**src/rtl/lv_fault_int_ctrl_pkg.sv**
```systemverilog
// Shared widths, timing defaults and interrupt FSM encoding for the LV fault
// interrupt controller.
package lv_fault_int_ctrl_pkg;

  localparam int REG_DW       = 8;
  localparam int INTB_LOW_CYC = 16;
  localparam int INTB_GAP_CYC = 8;

  typedef enum logic [1:0] {
    INT_IDLE   = 2'd0,
    INT_ASSERT = 2'd1,
    INT_HOLD   = 2'd2,
    INT_GAP    = 2'd3
  } int_st_e;

  // Wide enough to hold the larger terminal count without wrapping.
  function automatic int cnt_w(input int low_cyc, input int gap_cyc);
    return $clog2(((low_cyc > gap_cyc) ? low_cyc : gap_cyc) + 1);
  endfunction

endpackage

```
**src/rtl/lv_fault_int_ctrl_flt_sticky.sv**
```systemverilog
// Sticky fault latch with write-1-to-clear; a live fault always overrides the
// clear for that bit.
module lv_flt_sticky #(
  parameter int DW = 8
) (
  input  logic          i_clk,
  input  logic          i_rst_n,
  input  logic [DW-1:0] flt,
  input  logic [DW-1:0] clr,
  output logic [DW-1:0] lat,
  output logic [DW-1:0] lat_nxt
);

  assign lat_nxt = (lat & ~clr) | flt;

  always_ff @(posedge i_clk or negedge i_rst_n) begin
    if (!i_rst_n) begin
      lat <= '0;
    end else begin
      lat <= lat_nxt;
    end
  end

endmodule

```
**src/rtl/lv_fault_int_ctrl.sv**
```systemverilog
// LV fault reporting: sticky status latches with W1C clear, active-low interrupt
// pin with minimum low width and re-arm gap, and safe-state request.
//
// state      | meaning
// INT_IDLE   | pin high, waiting for any latched fault
// INT_ASSERT | pin low, timing the minimum low width
// INT_HOLD   | pin low, waiting for all latched faults to be cleared
// INT_GAP    | pin high, timing the minimum re-arm gap
module lv_fault_int_ctrl
  import lv_fault_int_ctrl_pkg::*;
#(
  parameter int REG_DW       = lv_fault_int_ctrl_pkg::REG_DW,
  parameter int INTB_LOW_CYC = lv_fault_int_ctrl_pkg::INTB_LOW_CYC,
  parameter int INTB_GAP_CYC = lv_fault_int_ctrl_pkg::INTB_GAP_CYC
) (
  input  logic              i_clk,
  input  logic              i_rst_n,
  input  logic [REG_DW-1:0] i_st1_flt,
  input  logic [REG_DW-1:0] i_st2_flt,
  input  logic              i_clr_vld,
  output logic              o_clr_rdy,
  input  logic              i_clr_sel,
  input  logic [REG_DW-1:0] i_clr_msk,
  output logic [REG_DW-1:0] o_flt_lat1,
  output logic [REG_DW-1:0] o_flt_lat2,
  output logic              o_intb_n,
  output logic              o_safe_req
);

  localparam int CNT_W = cnt_w(INTB_LOW_CYC, INTB_GAP_CYC);
  localparam logic [CNT_W-1:0] LOW_TC = CNT_W'(INTB_LOW_CYC - 1);
  localparam logic [CNT_W-1:0] GAP_TC = CNT_W'(INTB_GAP_CYC - 1);

  int_st_e           int_st;
  logic [CNT_W-1:0]  cnt;
  logic              clr_acc;
  logic [REG_DW-1:0] clr1;
  logic [REG_DW-1:0] clr2;
  logic [REG_DW-1:0] lat1_nxt;
  logic [REG_DW-1:0] lat2_nxt;
  logic              any_flt;

  assign clr_acc = i_clr_vld & o_clr_rdy;
  assign clr1    = (clr_acc && !i_clr_sel) ? i_clr_msk : '0;
  assign clr2    = (clr_acc &&  i_clr_sel) ? i_clr_msk : '0;
  assign any_flt = (|o_flt_lat1) | (|o_flt_lat2);

  lv_flt_sticky #(.DW(REG_DW)) u_sticky1 (
    .i_clk   (i_clk),
    .i_rst_n (i_rst_n),
    .flt     (i_st1_flt),
    .clr     (clr1),
    .lat     (o_flt_lat1),
    .lat_nxt (lat1_nxt)
  );

  lv_flt_sticky #(.DW(REG_DW)) u_sticky2 (
    .i_clk   (i_clk),
    .i_rst_n (i_rst_n),
    .flt     (i_st2_flt),
    .clr     (clr2),
    .lat     (o_flt_lat2),
    .lat_nxt (lat2_nxt)
  );

  // Safe request follows the next latch value so it rises with the latch bit.
  always_ff @(posedge i_clk or negedge i_rst_n) begin
    if (!i_rst_n) begin
      o_clr_rdy  <= 1'b1;
      o_safe_req <= 1'b0;
    end else begin
      o_clr_rdy  <= ~clr_acc;
      o_safe_req <= |lat2_nxt;
    end
  end

  always_ff @(posedge i_clk or negedge i_rst_n) begin
    if (!i_rst_n) begin
      int_st   <= INT_IDLE;
      cnt      <= '0;
      o_intb_n <= 1'b1;
    end else begin
      case (int_st)
        INT_IDLE: begin
          o_intb_n <= 1'b1;
          if (any_flt) begin
            int_st   <= INT_ASSERT;
            cnt      <= '0;
            o_intb_n <= 1'b0;
          end
        end
        INT_ASSERT: begin
          o_intb_n <= 1'b0;
          if (cnt == LOW_TC) begin
            // Already cleared during the low window: release right at minimum width.
            if (any_flt) begin
              int_st <= INT_HOLD;
            end else begin
              int_st   <= INT_GAP;
              cnt      <= '0;
              o_intb_n <= 1'b1;
            end
          end else begin
            cnt <= cnt + 1'b1;
          end
        end
        INT_HOLD: begin
          o_intb_n <= 1'b0;
          if (!any_flt) begin
            int_st   <= INT_GAP;
            cnt      <= '0;
            o_intb_n <= 1'b1;
          end
        end
        INT_GAP: begin
          o_intb_n <= 1'b1;
          if (cnt == GAP_TC) begin
            int_st <= INT_IDLE;
            cnt    <= '0;
          end else begin
            cnt <= cnt + 1'b1;
          end
        end
        default: begin
          int_st   <= INT_IDLE;
          cnt      <= '0;
          o_intb_n <= 1'b1;
        end
      endcase
    end
  end

endmodule

```
**config.mk**
```make
export PLATFORM = sky130hd
export DESIGN_NAME = lv_fault_int_ctrl
export DESIGN_NICKNAME = d
export VERILOG_FILES = /design/src/rtl/lv_fault_int_ctrl_pkg.sv /design/src/rtl/lv_fault_int_ctrl_flt_sticky.sv /design/src/rtl/lv_fault_int_ctrl.sv
export SDC_FILE = /design/constraint.sdc
export NUM_CORES = 1
export LEC_CHECK = 0
export CORE_ASPECT_RATIO = 1.25
export CORE_MARGIN = 2
export CORE_UTILIZATION = 45
export DETAILED_ROUTE_END_ITERATION = 10
export PLACE_DENSITY = 0.8
export SYNTH_ARGS = -nofsm -noshare
export SYNTH_HDL_FRONTEND = slang
export SYNTH_SLANG_ARGS = --single-unit
```
**constraint.sdc**
```tcl
create_clock -name i_clk -period 2.75 [get_ports i_clk]
set_input_delay 0.4125 -clock i_clk [delete_from_list [all_inputs] [get_ports i_clk]]
set_output_delay 0.4125 -clock i_clk [all_outputs]
set_load 0.005 [all_outputs]
```
==> results.yml, run 1 <==
place:
  gp_congestion: 0.771
  port_buffers: 46
  hpwl_um: 2590
power:
  ir_worst_vdd_uv: 394
  p_leak_nw: 0.714
  p_per_area_nw_per_um2: 590
timing:
  finalClockSkew_ns: 0.00150
  hold_viol_final: 0
  slew_violations: 0
  setup_viol: 0
  fin_crit_ns: 2.20
  relSlewSlack_pct: 59.9
  fmax_mhz: 454
  min_period_over_period_pct: 80.2
  tightest_slew_ns: 0.599
  tns_ns: 0
  rsz0062_at_grt: "false"
synth:
  synth_compound_area_share_pct: 22.0
  synth_warnings: 0
  yosysUniqueCellTypes: 34
  synth_seq_cells: 26
  synth_xor_area_share_pct: 0
  synth_area_um2: 1360
  synth_top_family_by_area: "compound AO/OA/AOI/OAI gates"
  ys_seq_area_share_pct: 48.0
  yosys.area.top_type: "dfrtp_1"
  yosys.area_share.simple_pct: 18.8
  netlist_top_cells_area: "dfrtp_1 44%, a21o_1 9.4%, ha_1 7.4%, nand2_1 6.1%, dfstp_2 3.9%"
  postSynthCellCount: 135
  synth_fa_ha_area_share_pct: 7.36
  synth_mux_area_share_pct: 0.828
  synth_area_per_cell_um2: 10.1
  syn-num-nets: 171
  synth_top_cell_area_share_pct: 44.2
detailed_routing:
  wl_per_cell_um: 15.1
  via_count: 1229
  firstDrtPassIters: 7
  first_iter_violations: 31
  wirelength_um: 3330
  viasPerCell: 5.59
  final_antenna_net_count: 0
  drcViolationCount: 0
worst_setup_path:
  worst-path-max-fanout: 7
  cp.required_ns: 2.96
  reg2reg_from: "cnt[1]"
  crit_start: "cnt[1]"
  end_kind: "flop"
  cp.arrival_ns: 2.41
  start_kind: "flop"
  worst-r2r-cell-count: 8
  path_class: "flop to flop"
flow_run:
  drv_cap: 0
finish:
  fillers: 260
  finish.utilization_pct: 64.7
  n_antenna_cell: 0
  area_growth_pct: 38.8
  drive_gt1_share_pct: 7.07
  multi_input_area_um2: 666
  ff_latch_area_um2: 653
  fin_nets: 221
floorplan:
  start_util_pct: 46.6
  fp.coreArea_um2: 2920
  die_area_um2: 3480
  rows: 22
  pin_count: 47
  die_h_um: 65.5
  die_x_um: 53.2
clock_tree:
  cts_resized: 0
  clock-sinks: 26
  post_cts_buffers: 0
  clk_latency_ns: 0.31
  cts_buffers: 3
  cts_root_buf: "clkbuf_4"
  cts_hold_repair.buffers: 0
  clockBufferDepth: 2
  path_clk_slew_ns: 0.14
  cts_tree: "done"
  htreeDepth: 1
hold_path:
  hold_path.class: "input pin to async pin"
global_routing:
  grt_max_degree: 27
  grt_use_total_pct: 21.0
  overflow: 0
  antenna_found_initial: 0
  grt_first_pass_wirelength_um: 5480
  grt_pass1_vias: 1289
outcome:
  status: "finished clean"
## sequential cells by signal (all words and copies together), names as in the netlist
name and count:
cnt 5, o_clr_rdy 1, u_sticky2.lat 8, int_st 2
o_intb_n 1, o_safe_req 1, u_sticky1.lat 8
## cell type report
class | instances | area share, %
multi-input combinational | 99 | 35.3
sequential | 26 | 34.6
timing repair buffer | 47 | 24.8
tap | 36 | 2.39
inverter | 8 | 1.59
clock buffer | 4 | 1.39
## logic make-up (layout without fill, tap and decap cells)
| kind of cell | count (synthesis) | after routing |
|---|---|---|
| compound gates | 43 | 43 |
| fa+ha+maj | 8 | 8 |
| buf+inv | 10 | 59 |
| flops | 26 | 26 |
| mux | 1 | 1 |
| simple gates | 47 | 47 |
## worst paths after layout
| check | endpoint | slack (ns) |
|---|---|---|
| max reg2reg | int_st[1] | 0.55 |
| max | int_st[1] | 0.55 |
| min reg2reg | o_clr_rdy | 0.50 |
| min | cnt[4] | 0.45 |
| min in group i_clk | o_clr_rdy | 0.50 |
| max in group asynchronous | o_clr_rdy | 2.00 |
## layout by cell type, fill, tap and decap left out, drive strengths merged
cell and count:
nand2 22, and3 1, mux2 1, nor2 7, or2 1, inv 8, a41oi 1, o21ai 8
ha 8, a21o 17, o22ai 1, dfstp 2, nand4 1, a32oi 2, clkbuf 4, a21oi 4
a31oi 3, nand2b 1, nor3b 1, buf 1, nor3 1, nand4bb 1, a21bo 2, o31ai 1
nor4 5, nand3 3, or4 2, clkdlybuf4s50 46, o311ai 1, dfrtp 24, a2bb2oi 1, a211oi 2
and4 1
## per-layer routing
layer,track usage [%],share of wire [%]
met1,25.1,41
met5,0,0
met2,38.0,53
met4,6.09,0.48
met3,3.18,5.2
## power breakdown
group	switching [mW]	internal, mW
Sequential	0.0583	0.437
Clock	0.110	0.0566
Combinational	0.232	0.220
Total	0.401	0.714
## synthesized netlist by cell type (all sizes together)
| master | instances |
|---|---|
| nor3 | 1 |
| a41oi | 1 |
| a21oi | 4 |
| a211oi | 2 |
| o31ai | 1 |
| dfstp | 2 |
| nand2b | 1 |
| or2 | 1 |
| nand4 | 1 |
| mux2 | 1 |
| a2bb2oi | 1 |
| nor4 | 5 |
| inv | 8 |
| o22ai | 1 |
| a21bo | 2 |
| nor3b | 1 |
| and3 | 1 |
| nor2 | 7 |
| or4 | 2 |
| nand3 | 3 |
| nand4bb | 1 |
| a31oi | 3 |
| a21o | 17 |
| a32oi | 2 |
| o21ai | 8 |
| and4 | 1 |
| nand2 | 22 |
| o311ai | 1 |
| dfrtp | 24 |
| ha | 8 |
| clkbuf | 1 |
| buf | 1 |
## worst max-delay path: stages, from the launching register on
cell and delay (ns):
dfrtp_1 0.42, ha_1 0.23, nand3_1 0.13, inv_1 0.08
ha_1 0.19, nand2b_1 0.17, a21bo_2 0.29, a211oi_1 0.24
mux2_1 0.35
## per-stage QoR
step / std cells / hold slack, ns / total power [mW] / cell area, um2 / setup slack, ns
5_1_grt: 220 / 0.463 / 1.20 / 1890 / 0.426
6_report: 220 / 0.450 / 1.11 / 1890 / 0.545
2_1_floorplan: 135 / 0.117 / 0.783 / 1360 / 0.816
3_5_place_dp: 216 / 0.469 / 0.951 / 1860 / 0.397
4_1_cts: 220 / 0.450 / 1.12 / 1890 / 0.535
3_3_place_gp: 216 / 0.461 / 0.927 / 1860 / 0.427
Note: power is estimated with default switching activity, not from simulation.
==> run 2, diff against run 1 <==
--- a/config.mk
+++ b/config.mk
@@ -7,9 +7,9 @@
 export LEC_CHECK = 0
 export CORE_ASPECT_RATIO = 1.25
 export CORE_MARGIN = 2
-export CORE_UTILIZATION = 45
+export CORE_UTILIZATION = 40
 export DETAILED_ROUTE_END_ITERATION = 10
-export PLACE_DENSITY = 0.8
+export PLACE_DENSITY = 0.75
 export SYNTH_ARGS = -nofsm -noshare
 export SYNTH_HDL_FRONTEND = slang
 export SYNTH_SLANG_ARGS = --single-unit
==> constraint.sdc (replaced) <==
create_clock -name i_clk -period 1.9 [get_ports i_clk]
set_input_delay 0.285 -clock i_clk [delete_from_list [all_inputs] [get_ports i_clk]]
set_output_delay 0.285 -clock i_clk [all_outputs]
set_load 0.005 [all_outputs]
==> run 2 against run 1 <==
Effect of this change:
- global-route usage decreased by 2.1 points
- sequential share of layout area is 4.6 points lower
- critical path depth did not move
- hold slack lost 0.082 ns
- clock power rose to 2.8 times the previous value
- routed wire length rose by 5.1%
- combinational power increased by 96%
- worst setup slack got worse by 0.53 ns
- fmax grew 17%
- flip-flop and latch count stayed put
- non-clock buffer count increased by 21
- total power is 84% higher
==> results.yml, run 2 (synthesis gave the netlist of run 1 again) <==
clock_tree:
  cts_buffers: 3
  clock-sinks: 26
  cts_root_buf: "clkbuf_8"
  clockBufferDepth: 2
  htreeDepth: 1
  clk_latency_ns: 0.28
  cts_tree: "done"
  path_clk_slew_ns: 0.10
  cts_hold_repair.buffers: 0
global_routing:
  grt_pass1_vias: 1391
  overflow: 0
  grt_first_pass_wirelength_um: 5990
  grt_max_degree: 27
  grt_use_total_pct: 19.0
  antenna_found_initial: 0
worst_setup_path:
  max_stage_delay_ns: 0.37
  cp.arrival_ns: 2.04
  end_kind: "flop"
  cp.required_ns: 2.06
  reg2reg_from: "cnt[0]"
  slowest_stage: "dfrtp_1"
  crit_start: "cnt[0]"
  path_class: "flop to flop"
  worst-path-max-fanout: 4
  crit_chain: "ha_2 > nand3_2 > inv_2 > ha_4 > nand2b_4 > a21bo_4 > a211oi_2 > mux2_1"
  start_kind: "flop"
finish:
  final_cell_mix: "46 x clkdlybuf4s50_1, 23 x dfrtp_1, 21 x nand2_1, 21 x buf_4, 17 x a21o_1"
  n_antenna_cell: 0
  stdcell_area_um2: 2180
  fillers: 267
  reg_top3: "u_sticky1.lat (8), u_sticky2.lat (8), cnt (5)"
  fin_nets: 242
  drive_gt1_share_pct: 22.9
  area_growth_pct: 60.3
  final_common_cell: "clkdlybuf4s50_1"
timing:
  hold_viol_final: 0
  rsz0062_at_grt: "true"
  min_period_over_period_pct: 99.2
  whs_ns: 0.369
  fmax_mhz: 531
  slew_violations: 0
  fin_crit_ns: 1.88
  tightest_slew_ns: 0.345
  finalClockSkew_ns: 0.00795
  setup_viol: 0
  relSlewSlack_pct: 76.7
detailed_routing:
  via_count: 1286
  firstDrtPassIters: 4
  dr_wl_met3_um: 126
  met1_length_um: 1470
  viasPerCell: 5.31
  drcViolationCount: 0
  wl_per_cell_um: 14.5
  top_layer_used: "met4"
  wirelength_um: 3500
  first_iter_violations: 28
  final_antenna_net_count: 0
  dr_wl_met2_um: 1870
place:
  port_buffers: 46
  gp_congestion: 0.797
  dpl-instance-area_um2: 2000
  hpwl_um: 2650
outcome:
  status: "finished clean"
hold_path:
  hold_path.class: "input pin to async pin"
flow_run:
  drv_cap: 0
power:
  p_leak_nw: 0.880
  p_per_area_nw_per_um2: 943
  ir_worst_vdd_uv: 578
floorplan:
  start_util_pct: 42.2
  fp.coreArea_um2: 3220
  die_area_um2: 3890
  die_h_um: 69.2
  rows: 23
  pin_count: 47
  die_x_um: 56.2
[run 2: changes by cell type in the layout (fill, tap and decap cells not counted), sizes merged]
cell,change
buf,+21
bufinv,+1
clkbuf,-1
[run 2: stage by stage]
step | cells | power [mW] | TNS [ns] | utilization (%) | setup slack [ns]
after floorplan | 135 | 1.16 | 0 | - | 0.00735
after global placement | 233 | 1.47 | -0.310 | 62.0 | -0.293
after detailed placement | 233 | 1.51 | -0.567 | 62.0 | -0.348
after CTS | 239 | 2.01 | 0 | 65.7 | 0.0118
after global routing | 242 | 2.19 | -0.240 | 67.6 | -0.0716
final | 242 | 2.06 | 0 | 67.6 | 0.0151
[run 2: final cells by class]
cell class	count	area (um2)	area share, %
Inverter	8	30.0	1.38
Tap cell	37	46.3	2.12
Clock buffer	3	41.3	1.89
Timing Repair Buffer	68	629	28.9
Multi-Input combinational cell	99	748	34.3
Clock inverter	1	30.0	1.38
Sequential cell	26	654	30.0
[run 2: metal layers]
metal / vias up / GRT usage, %
li1: 632 / -
met1: 616 / 22.0
met2: 33 / 34.8
met3: 5 / 3.73
met4: 0 / 5.29
met5: - / 0
[run 2: where the power goes]
part | internal [mW] | total (mW) | switching [mW]
clock | 0.282 | 0.465 | 0.183
sequential | 0.635 | 0.704 | 0.0690
combinational | 0.470 | 0.886 | 0.416
[run 2: what timing repair did]
action / 4_1_cts / 5_1_grt
setup endpoints to repair: 4 / 8
resized for setup: 9 / 9
setup buffers: 2 / 3
pin swaps: 3 / 10
hold endpoints to repair: 0 / 0
gates cloned: 0 / 0
[run 2: path summary, 6_finish.rpt]
check,cells after the start,endpoint,slack [ns]
worst max-delay path,8,int_st[1],0.02
worst min-delay path,2,cnt[2],0.37
worst max register to register,8,int_st[1],0.02
worst min register to register,1,u_sticky1.lat[6],0.55
max in group asynchronous,2,o_clr_rdy,1.23
min in group i_clk,1,u_sticky1.lat[6],0.55
[run 2: critical path: cells and delay by family, from the launching register on]
family	cells	cell delay, ns
buffers and inverters	1	0.08
AND/OR/NAND/NOR	2	0.21
adder cells (fa/ha/maj)	2	0.34
AO/OA/AOI/OAI	2	0.41
flip-flops	1	0.37
multiplexers	1	0.35
==> run 3, diff against run 2 <==
--- a/config.mk
+++ b/config.mk
@@ -5,11 +5,13 @@
 export SDC_FILE = /design/constraint.sdc
 export NUM_CORES = 1
 export LEC_CHECK = 0
-export CORE_ASPECT_RATIO = 1.25
+export ABC_AREA = 0
+export CORE_ASPECT_RATIO = 1.1
 export CORE_MARGIN = 2
 export CORE_UTILIZATION = 40
 export DETAILED_ROUTE_END_ITERATION = 10
 export PLACE_DENSITY = 0.75
+export SLEW_MARGIN = 30
 export SYNTH_ARGS = -nofsm -noshare
 export SYNTH_HDL_FRONTEND = slang
 export SYNTH_SLANG_ARGS = --single-unit
==> run 3 against run 2 <==
Effect of this change:
- count of clock-buffer cells in the layout increased by 1
- worst setup slack gained 0.015 ns
- non-clock buffer count is 2 higher
- total power fell by 4.2%
- via count grew 0.47%
- routed wire length is 1.2% higher
- sequential share of layout area decreased by 0.15 points
- design area increased by 0.52%
==> results.yml, run 3 (synthesis gave the netlist of run 1 again) <==
outcome:
  status: "finished clean"
power:
  p_leak_nw: 0.870
  ir_worst_vdd_uv: 442
  p_per_area_nw_per_um2: 899
detailed_routing:
  firstDrtPassIters: 4
  final_antenna_net_count: 0
  first_iter_violations: 40
  wl_per_cell_um: 14.6
  wirelength_um: 3540
  viasPerCell: 5.32
  drcViolationCount: 0
  via_count: 1292
timing:
  finalClockSkew_ns: 0.00250
  min_period_over_period_pct: 98.4
  tightest_slew_ns: 0.392
  fmax_mhz: 535
  hold_viol_final: 0
  setup_ws_ns: 0.0297
  relSlewSlack_pct: 73.5
  rsz0062_at_grt: "true"
  slew_violations: 0
  fin_crit_ns: 1.87
  setup_viol: 0
global_routing:
  antenna_found_initial: 0
  overflow: 0
  grt_first_pass_wirelength_um: 5750
  grt_use_total_pct: 19.4
  grt_pass1_vias: 1323
  grt_max_degree: 27
flow_run:
  drv_cap: 0
worst_setup_path:
  reg2reg_from: "cnt[0]"
  cp.required_ns: 2.12
  cp.arrival_ns: 2.09
  path_class: "flop to flop"
  worst-r2r-cell-count: 10
  crit_family: "compound AO/OA/AOI/OAI gates"
  r2r_slack_ns: 0.03
  crit_chain: "ha_4 > nand3_4 > inv_2 > ha_4 > nand2b_4 > a21bo_4 > buf_6 > a21o_1 > a32oi_1 > o21ai_1"
  end_kind: "flop"
  max_stage_delay_ns: 0.44
  path_buf_inv: 2
  path_common_cell: "ha_4"
  worst-path-max-fanout: 4
  slowest_stage: "dfrtp_1"
  timing.rr.end: "cnt[3]"
  start_kind: "flop"
clock_tree:
  htreeDepth: 1
  cts_root_buf: "clkbuf_4"
  clock-sinks: 26
  cts_tree: "done"
  clk_latency_ns: 0.32
  path_clk_slew_ns: 0.14
  clockBufferDepth: 2
  cts_buffers: 3
floorplan:
  die_area_um2: 3880
  pin_count: 47
  fp.coreArea_um2: 3300
  die_x_um: 59.6
  start_util_pct: 41.2
  rows: 22
  die_h_um: 65.2
place:
  dpl-instance-area_um2: 1990
  port_buffers: 46
  hpwl_um: 2770
  gp_congestion: 0.834
  dp_slack_ns: -0.330
finish:
  fin_nets: 244
  final_common_cell: "clkdlybuf4s50_1"
  final_cell_mix: "46 x clkdlybuf4s50_1, 23 x dfrtp_1, 23 x buf_4"
  finish.utilization_pct: 66.3
  area_growth_pct: 61.1
  drive_gt1_share_pct: 25.6
  reg_top3: "u_sticky1.lat (8), u_sticky2.lat (8), cnt (5)"
  stdcell_area_um2: 2190
  n_antenna_cell: 0
hold_path:
  hold_path.class: "input pin to async pin"
-- run 3: per-layer routing --
| metal | wire length [um] | global-route usage [%] |
|---|---|---|
| met4 | 59 | 6.11 |
| met5 | 0 | 0 |
| met3 | 176 | 4.13 |
| met2 | 1890 | 34.6 |
| met1 | 1410 | 22.9 |
-- run 3: layout make-up --
type	count	area, um2
Timing Repair Buffer	70	644
Tap cell	36	45.0
Fill cell	248	1110
Sequential cell	26	654
Clock buffer	4	36.3
Multi-Input combinational cell	99	781
Inverter	8	30.0
-- run 3: how the worst max path moves through the flow --
stage / from / endpoint / depth (start not counted)
final: cnt[0] / cnt[3] / 10
after global routing: cnt[0] / cnt[3] / 10
after CTS: cnt[0] / cnt[3] / 10
after detailed placement: i_clr_vld / o_safe_req / 6
after global placement: i_clr_vld / o_safe_req / 6
after floorplan: cnt[1] / int_st[1] / 8
-- run 3: through the flow --
| step | TNS [ns] | std cells | hold WS (ns) | total power, mW |
|---|---|---|---|---|
| 3_5_place_dp | -0.677 | 231 | 0.519 | 1.51 |
| 6_report | 0 | 243 | 0.315 | 1.97 |
| 4_1_cts | 0 | 238 | 0.324 | 1.86 |
| 2_1_floorplan | 0 | 135 | -0.0106 | 1.16 |
| 3_3_place_gp | -0.290 | 231 | 0.505 | 1.47 |
| 5_1_grt | -0.161 | 243 | 0.329 | 2.12 |
-- run 3: timing repair --
action                                  CTS  global route
endpoints found under the setup margin    5             7
pin swaps                                 3            13
hold buffers                              0             0
buffers inserted                          3             5
resized for setup                        12            14
-- run 3: report_power, final --
| part | internal, mW | total [mW] | switching [mW] |
|---|---|---|---|
| sequential | 0.635 | 0.711 | 0.0757 |
| clock | 0.117 | 0.281 | 0.163 |
| combinational | 0.525 | 0.977 | 0.452 |
